## src/rtl/trivium_stream_xor_if.sv

```systemverilog
// Byte-stream handshake bundle for trivium_stream_xor: din in, dout out,
// each with its own valid/ready pair.
interface trivium_stream_xor_if;
  logic [7:0] din;
  logic       din_valid;
  logic       din_ready;
  logic [7:0] dout;
  logic       dout_valid;
  logic       dout_ready;

  modport master (
    output din, din_valid, dout_ready,
    input  din_ready, dout, dout_valid
  );

  modport slave (
    input  din, din_valid, dout_ready,
    output din_ready, dout, dout_valid
  );
endinterface

```

## src/rtl/trivium_stream_xor.sv

```systemverilog
// Trivium keystream consumer: discards warm-up bits, packs keystream into bytes
// and XORs them onto a byte stream. Define TRIV_MSB_FIRST_EN for MSB-first packing.
module trivium_stream_xor #(
  parameter int unsigned WARMUP_CYCLES = 1152,
  parameter int unsigned WCNT_W        = 11
) (
  input  logic                   clk,
  input  logic                   rst_n,
  input  logic                   ks_bit,
  output logic                   ks_en,
  output logic                   warm_done,
  trivium_stream_xor_if.slave    io
);

  typedef enum logic [1:0] {WARM, FILL, FULL} state_e;

  localparam logic [WCNT_W-1:0] WARM_MAX = WCNT_W'(WARMUP_CYCLES);

  state_e            state_q, state_d;
  logic [WCNT_W-1:0] warm_cnt_q, warm_cnt_d;
  logic [2:0]        bit_cnt_q, bit_cnt_d;
  logic [7:0]        key_q, key_d;
  logic              kfull_q, kfull_d;
  logic [7:0]        dout_q, dout_d;
  logic              dout_valid_q, dout_valid_d;
  logic              warm_done_q, warm_done_d;
  logic [2:0]        bit_pos;
  logic              xfer;

  // Gated by rst_n so the core, which shares the reset, never sees an advance while held.
  assign ks_en        = rst_n & (state_q != FULL);
  assign warm_done    = warm_done_q;
  assign io.din_ready = kfull_q & (~dout_valid_q | io.dout_ready);
  assign io.dout      = dout_q;
  assign io.dout_valid = dout_valid_q;
  assign xfer         = io.din_valid & io.din_ready;

  always_comb begin
    state_d      = state_q;
    warm_cnt_d   = warm_cnt_q;
    bit_cnt_d    = bit_cnt_q;
    key_d        = key_q;
    kfull_d      = kfull_q;
    dout_d       = dout_q;
    dout_valid_d = dout_valid_q;
    warm_done_d  = warm_done_q;
`ifdef TRIV_MSB_FIRST_EN
    bit_pos      = 3'd7 - bit_cnt_q;
`else
    bit_pos      = bit_cnt_q;
`endif

    unique case (state_q)
      WARM: begin
        // Saturating count; with zero warm-up this leaves on the first edge.
        if (warm_cnt_q != WARM_MAX) warm_cnt_d = warm_cnt_q + 1'b1;
        if (warm_cnt_d == WARM_MAX) begin
          warm_done_d = 1'b1;
          state_d     = FILL;
        end
      end
      FILL: begin
        key_d[bit_pos] = ks_bit;
        bit_cnt_d      = bit_cnt_q + 3'd1;
        if (bit_cnt_q == 3'd7) begin
          kfull_d = 1'b1;
          state_d = FULL;
        end
      end
      FULL: begin
        if (xfer) begin
          kfull_d = 1'b0;
          state_d = FILL;
        end
      end
      default: state_d = WARM;
    endcase

    if (xfer) begin
      dout_d       = io.din ^ key_q;
      dout_valid_d = 1'b1;
    end else if (io.dout_ready) begin
      dout_valid_d = 1'b0;
    end
  end

  always_ff @(posedge clk or negedge rst_n) begin
    if (!rst_n) begin
      state_q      <= WARM;
      warm_cnt_q   <= '0;
      bit_cnt_q    <= '0;
      key_q        <= '0;
      kfull_q      <= 1'b0;
      dout_q       <= '0;
      dout_valid_q <= 1'b0;
      warm_done_q  <= 1'b0;
    end else begin
      state_q      <= state_d;
      warm_cnt_q   <= warm_cnt_d;
      bit_cnt_q    <= bit_cnt_d;
      key_q        <= key_d;
      kfull_q      <= kfull_d;
      dout_q       <= dout_d;
      dout_valid_q <= dout_valid_d;
      warm_done_q  <= warm_done_d;
    end
  end

endmodule

```

## src/flat_wrapper.sv

```systemverilog
// flat-port wrapper written by rule: the top's interface ports become plain ports
module trivium_stream_xor_flat 
#(
  parameter int unsigned WARMUP_CYCLES = 1152,
  parameter int unsigned WCNT_W        = 11
)
  (clk, rst_n, ks_bit, ks_en, warm_done, io_din, io_din_valid, io_dout_ready, io_din_ready, io_dout, io_dout_valid);
  trivium_stream_xor_if io_i ();
  input  logic clk;
  input  logic rst_n;
  input  logic ks_bit;
  output logic ks_en;
  output logic warm_done;
  input wire logic [$bits(io_i.din)-1:0] io_din;
  input wire logic [$bits(io_i.din_valid)-1:0] io_din_valid;
  input wire logic [$bits(io_i.dout_ready)-1:0] io_dout_ready;
  output wire logic [$bits(io_i.din_ready)-1:0] io_din_ready;
  output wire logic [$bits(io_i.dout)-1:0] io_dout;
  output wire logic [$bits(io_i.dout_valid)-1:0] io_dout_valid;
  assign io_i.din = io_din;
  assign io_i.din_valid = io_din_valid;
  assign io_i.dout_ready = io_dout_ready;
  assign io_din_ready = io_i.din_ready;
  assign io_dout = io_i.dout;
  assign io_dout_valid = io_i.dout_valid;
  trivium_stream_xor #(.WARMUP_CYCLES(WARMUP_CYCLES), .WCNT_W(WCNT_W)) u_core (.clk(clk), .rst_n(rst_n), .ks_bit(ks_bit), .ks_en(ks_en), .warm_done(warm_done), .io(io_i));
endmodule
```

## config.mk

```make
export PLATFORM = sky130hd
export DESIGN_NAME = trivium_stream_xor_flat
export DESIGN_NICKNAME = d
export VERILOG_FILES = /design/src/rtl/trivium_stream_xor_if.sv /design/src/rtl/trivium_stream_xor.sv /design/src/flat_wrapper.sv
export SDC_FILE = /design/constraint.sdc
export NUM_CORES = 1
export LEC_CHECK = 0
export ABC_AREA = 1
export ABC_CLOCK_PERIOD_IN_PS = 1850
export BUFFER_PORTS_ARGS = -buffer_cell sky130_fd_sc_hd__buf_2
export CORE_MARGIN = 5
export CORE_UTILIZATION = 57
export DETAILED_ROUTE_END_ITERATION = 16
export GPL_TIMING_DRIVEN = 0
export MAX_ROUTING_LAYER = met4
export PLACE_DENSITY = 0.81
export SLEW_MARGIN = 25
export SYNTH_ARGS = -nofsm -noshare
export SYNTH_HDL_FRONTEND = slang
export SYNTH_SLANG_ARGS = --single-unit
```

## constraint.sdc

```tcl
create_clock -name clk -period 1.85 [get_ports clk]
set_input_delay 0.37 -clock clk [delete_from_list [all_inputs] [get_ports clk]]
set_output_delay 0.37 -clock clk [all_outputs]
set_load 0.02 [all_outputs]
```

==> summary.txt <==
Setup path
  – Critical-path top delay cell: dfrtp_1
  – Crit end category: primary output
  – Setup Crit Path Kind: flop to primary output
  – CP delay by family, top: flip-flops
  – FF-to-FF Start: u_core.state_q[1]
  – Largest stage delay, worst path: 390 ps
  – Maximum fanout along the worst path: 4
  – Crit path buf inv count: 2
  – Req. time, crit path: 1480 ps
  – R2R depth: 6
  – Worst path cell trace: inv_1, ha_1, nor2_1, buf_2
  – R2R Setup Slk: 130 ps
  – Worst R2R End: u_core.warm_cnt_q[0]
  – Critical Path AT: 1370 ps
  – CP Capture Point: ks_en
  – CP Depth: 4
  – Source of the critical timing path: u_core.state_q[0]
  – Crit start category: flop

Floorplanning
  – Die area: 4560 sq um
  – Top Ports: 25
  – Die height: 67.5 um
  – Core ar.: 3100 sq um
  – Initial Util: 0.608
  – Standard-cell rows: 20
  – Die W: 67.5 um

Clocking
  – CTS sink count: 35
  – Clk buf depth: 2
  – Reg clk slew, reported paths: 100 ps
  – Root buffer cell: clkbuf_4
  – TritonCTS clock tree: done
  – CTS H-Tree Depth: 2
  – Number of CTS-inserted buffers: 5
  – Worst-Skew Late Latency: ~340 ps

Place
  – Routability cong.: 0.825
  – I/O Buffers: 24
  – HPWL after DPL: 2690 um
  – Dpl cells: between 200 and 300

Yosys
  – Compound-Gate Fraction of Synth Area: 0.115
  – Mux cell area share after synthesis: 0
  – Post-synthesis sequential area ratio: 0.464
  – Cell Area, Synth: 1890 sq um
  – Post-synth net total: 252
  – Leading area contributor after synthesis: dfrtp_1
  – Synth Area in XOR/XNOR: 0.0690
  – Synth top area share: 0.464
  – Largest family of logic cells by synthesized area: simple AND/OR/NAND/NOR gates
  – Synth top area cells: dfrtp_1 (46%), nand2_1 (12%), o21ai_0 (6.4%)
  – Ys Warns: 0
  – Simple-gate area share of the yosys netlist: 0.243
  – Syn Inst Count: 231
  – Mapped Avg Cell Area: 8.17 sq um
  – Synth cell types: 23
  – Synth Register Bits: 35
  – Synth Area in Adders: 0.0531

STA
  – Fin Hold WS: -4.01 ps
  – F_max: 576 MHz
  – Setup violations, final: 0
  – Skew final: 7.81 ps
  – RSZ-0062 raised after global routing: true
  – Endpoints failing hold: 15
  – Worst Tran Pin Value: 464 ps
  – Slew margin rel.: 0.691
  – Final Cycle Share: 0.938
  – Final Max Slew Viols: 0
  – Setup_tns: 0 ps
  – Min cycle time layout: 1740 ps

Global route
  – Total global-route track usage: 0.191
  – Grt total ovfl: 0
  – Vias in the first global route: 1395
  – Largest net degree at the start of global routing: 37
  – First-pass GRT wire length: 6230 um
  – Initial antenna violation count: 0

Detailed routing
  – Avg WL per Cell: 11.9 um
  – Pre-Repair DR Iteration Count: 4
  – Total Wirelength: 3710 um
  – Vias after detailed routing: about 1500
  – Detail Route Antenna Nets: 0
  – # DRC: 0
  – DR vias/cell: 4.94
  – Number of DRC markers in iteration 0: approximately 110

Power and ir drop
  – P_leak: approximately 1.1 nW
  – Pwr dens: 601 nW/um^2
  – Worst vdd ir: 0.000500 V
  – Total power: 1.35 mW

Layout
  – P&R area growth vs syn: 19.4%
  – Area occupied by multi-input gates: 977 sq um
  – Fin nets: 287
  – Non-filler cells in the finished layout: roughly 310
  – Final Core Density: 0.726
  – Most common cell after layout, fill and taps aside: nand2_1
  – Fill cells: 257
  – Total area of sequential cells: 881 sq um
  – Most frequent cells in the layout: nand2_1 (60), dfrtp_1 (31), o21ai_0 (24), buf_2 (23), inv_1 (21)
  – Ant. Diodes: 0
  – Share of post-route cells with drive strength above 1: 0.240

Worst hold path
  – Worst min path class: input pin to asynchronous set/reset pin

Run status
  – Failing checks: negative hold slack
  – Status: finished, violations left

Run
  – Max Cap Viol: 0
## synth_stat cells
master,instances
nor3_1,3
clkbuf_1,3
clkinv_1,2
o21bai_1,1
nor2_4,2
ha_1,8
inv_1,23
xor2_2,1
a31oi_1,6
a21oi_1,9
nor2_1,20
nand2_2,1
nor3b_1,1
o21a_1,1
xor2_1,5
nand3_2,3
xnor2_1,8
nand2_1,62
nor2_2,2
nand4_1,1
o21ai_0,24
nand3_1,10
dfrtp_1,35
## state kept, by name (all words and copies together) (netlist names)
| signal | flops |
|---|---|
| u_core.state_q | 2 |
| u_core.warm_cnt_q | 11 |
| u_core.key_q | 8 |
| u_core.bit_cnt_q | 3 |
| u_core.io.dout | 8 |
| u_core.io.dout_valid | 1 |
| u_core.warm_done | 1 |
| u_core.kfull_q | 1 |
## cell families after synthesis
kind of cell | count (synthesis)
AOI/OAI and AO/OA | 41
xor gates and xnor gates | 14
adders and majority gates | 8
buffers and inverters | 28
DFF | 35
and+or+nand+nor | 105
## power breakdown
| part | total (mW) | internal, mW | switching (mW) |
|---|---|---|---|
| combinational | 0.0420 | 0.0166 | 0.0254 |
| sequential | 0.765 | 0.765 | 0.0000000000000000202 |
| clock | 0.548 | 0.284 | 0.264 |
## worst register-to-register path, stage by stage (launching register included)
cell and delay, ps:
dfrtp_1 450, inv_1 100, ha_1 300, clkinv_1 310, clkbuf_2 290, nand2_1 90, o21ai_0 70
## worst min path at each step
stage / from / end / slack [ps]
finish: rst_n / u_core.warm_cnt_q[9] / -4
global route: rst_n / u_core.warm_cnt_q[10] / 20
CTS: rst_n / u_core.warm_done / 110
detailed placement: u_core.io.dout[1] / u_core.io.dout[1] / 470
global placement: u_core.io.dout[4] / u_core.io.dout[4] / 460
floorplan: rst_n / u_core.bit_cnt_q[0] / 70
## layout make-up
type / count / area share
buffer: 3 / 0.00555
clock buffer: 5 / 0.0167
clock inverter: 3 / 0.0194
inverter: 25 / 0.0416
multi-input combinational: 168 / 0.434
sequential: 35 / 0.391
tap: 44 / 0.0244
timing repair buffer: 28 / 0.0677
## metal layers
| metal | share of wire | vias up | global-route usage |
|---|---|---|---|
| li1 | - | 817 | - |
| met1 | 0.48 | 682 | 0.263 |
| met2 | 0.46 | 32 | 0.269 |
| met3 | 0.048 | 4 | 0.0433 |
| met4 | 0.014 | 0 | 0.0810 |
| met5 | 0 | - | - |
## per-stage QoR
step	instance area, sq um	setup WS (ps)
after global placement	2060	48.1
after CTS	2140	12.1
final	2250	114
after global routing	2250	-31.6
after detailed placement	2060	20.9
after floorplan	1890	248
## repair_timing
| action | 4_1_cts | 5_1_grt |
|---|---|---|
| setup endpoints to repair | 0 | 17 |
| setup buffers | 0 | 4 |
| resized for setup | 0 | 24 |
| hold buffers | 0 | 0 |
No activity file was read; power rests on OpenSTA's default activity.
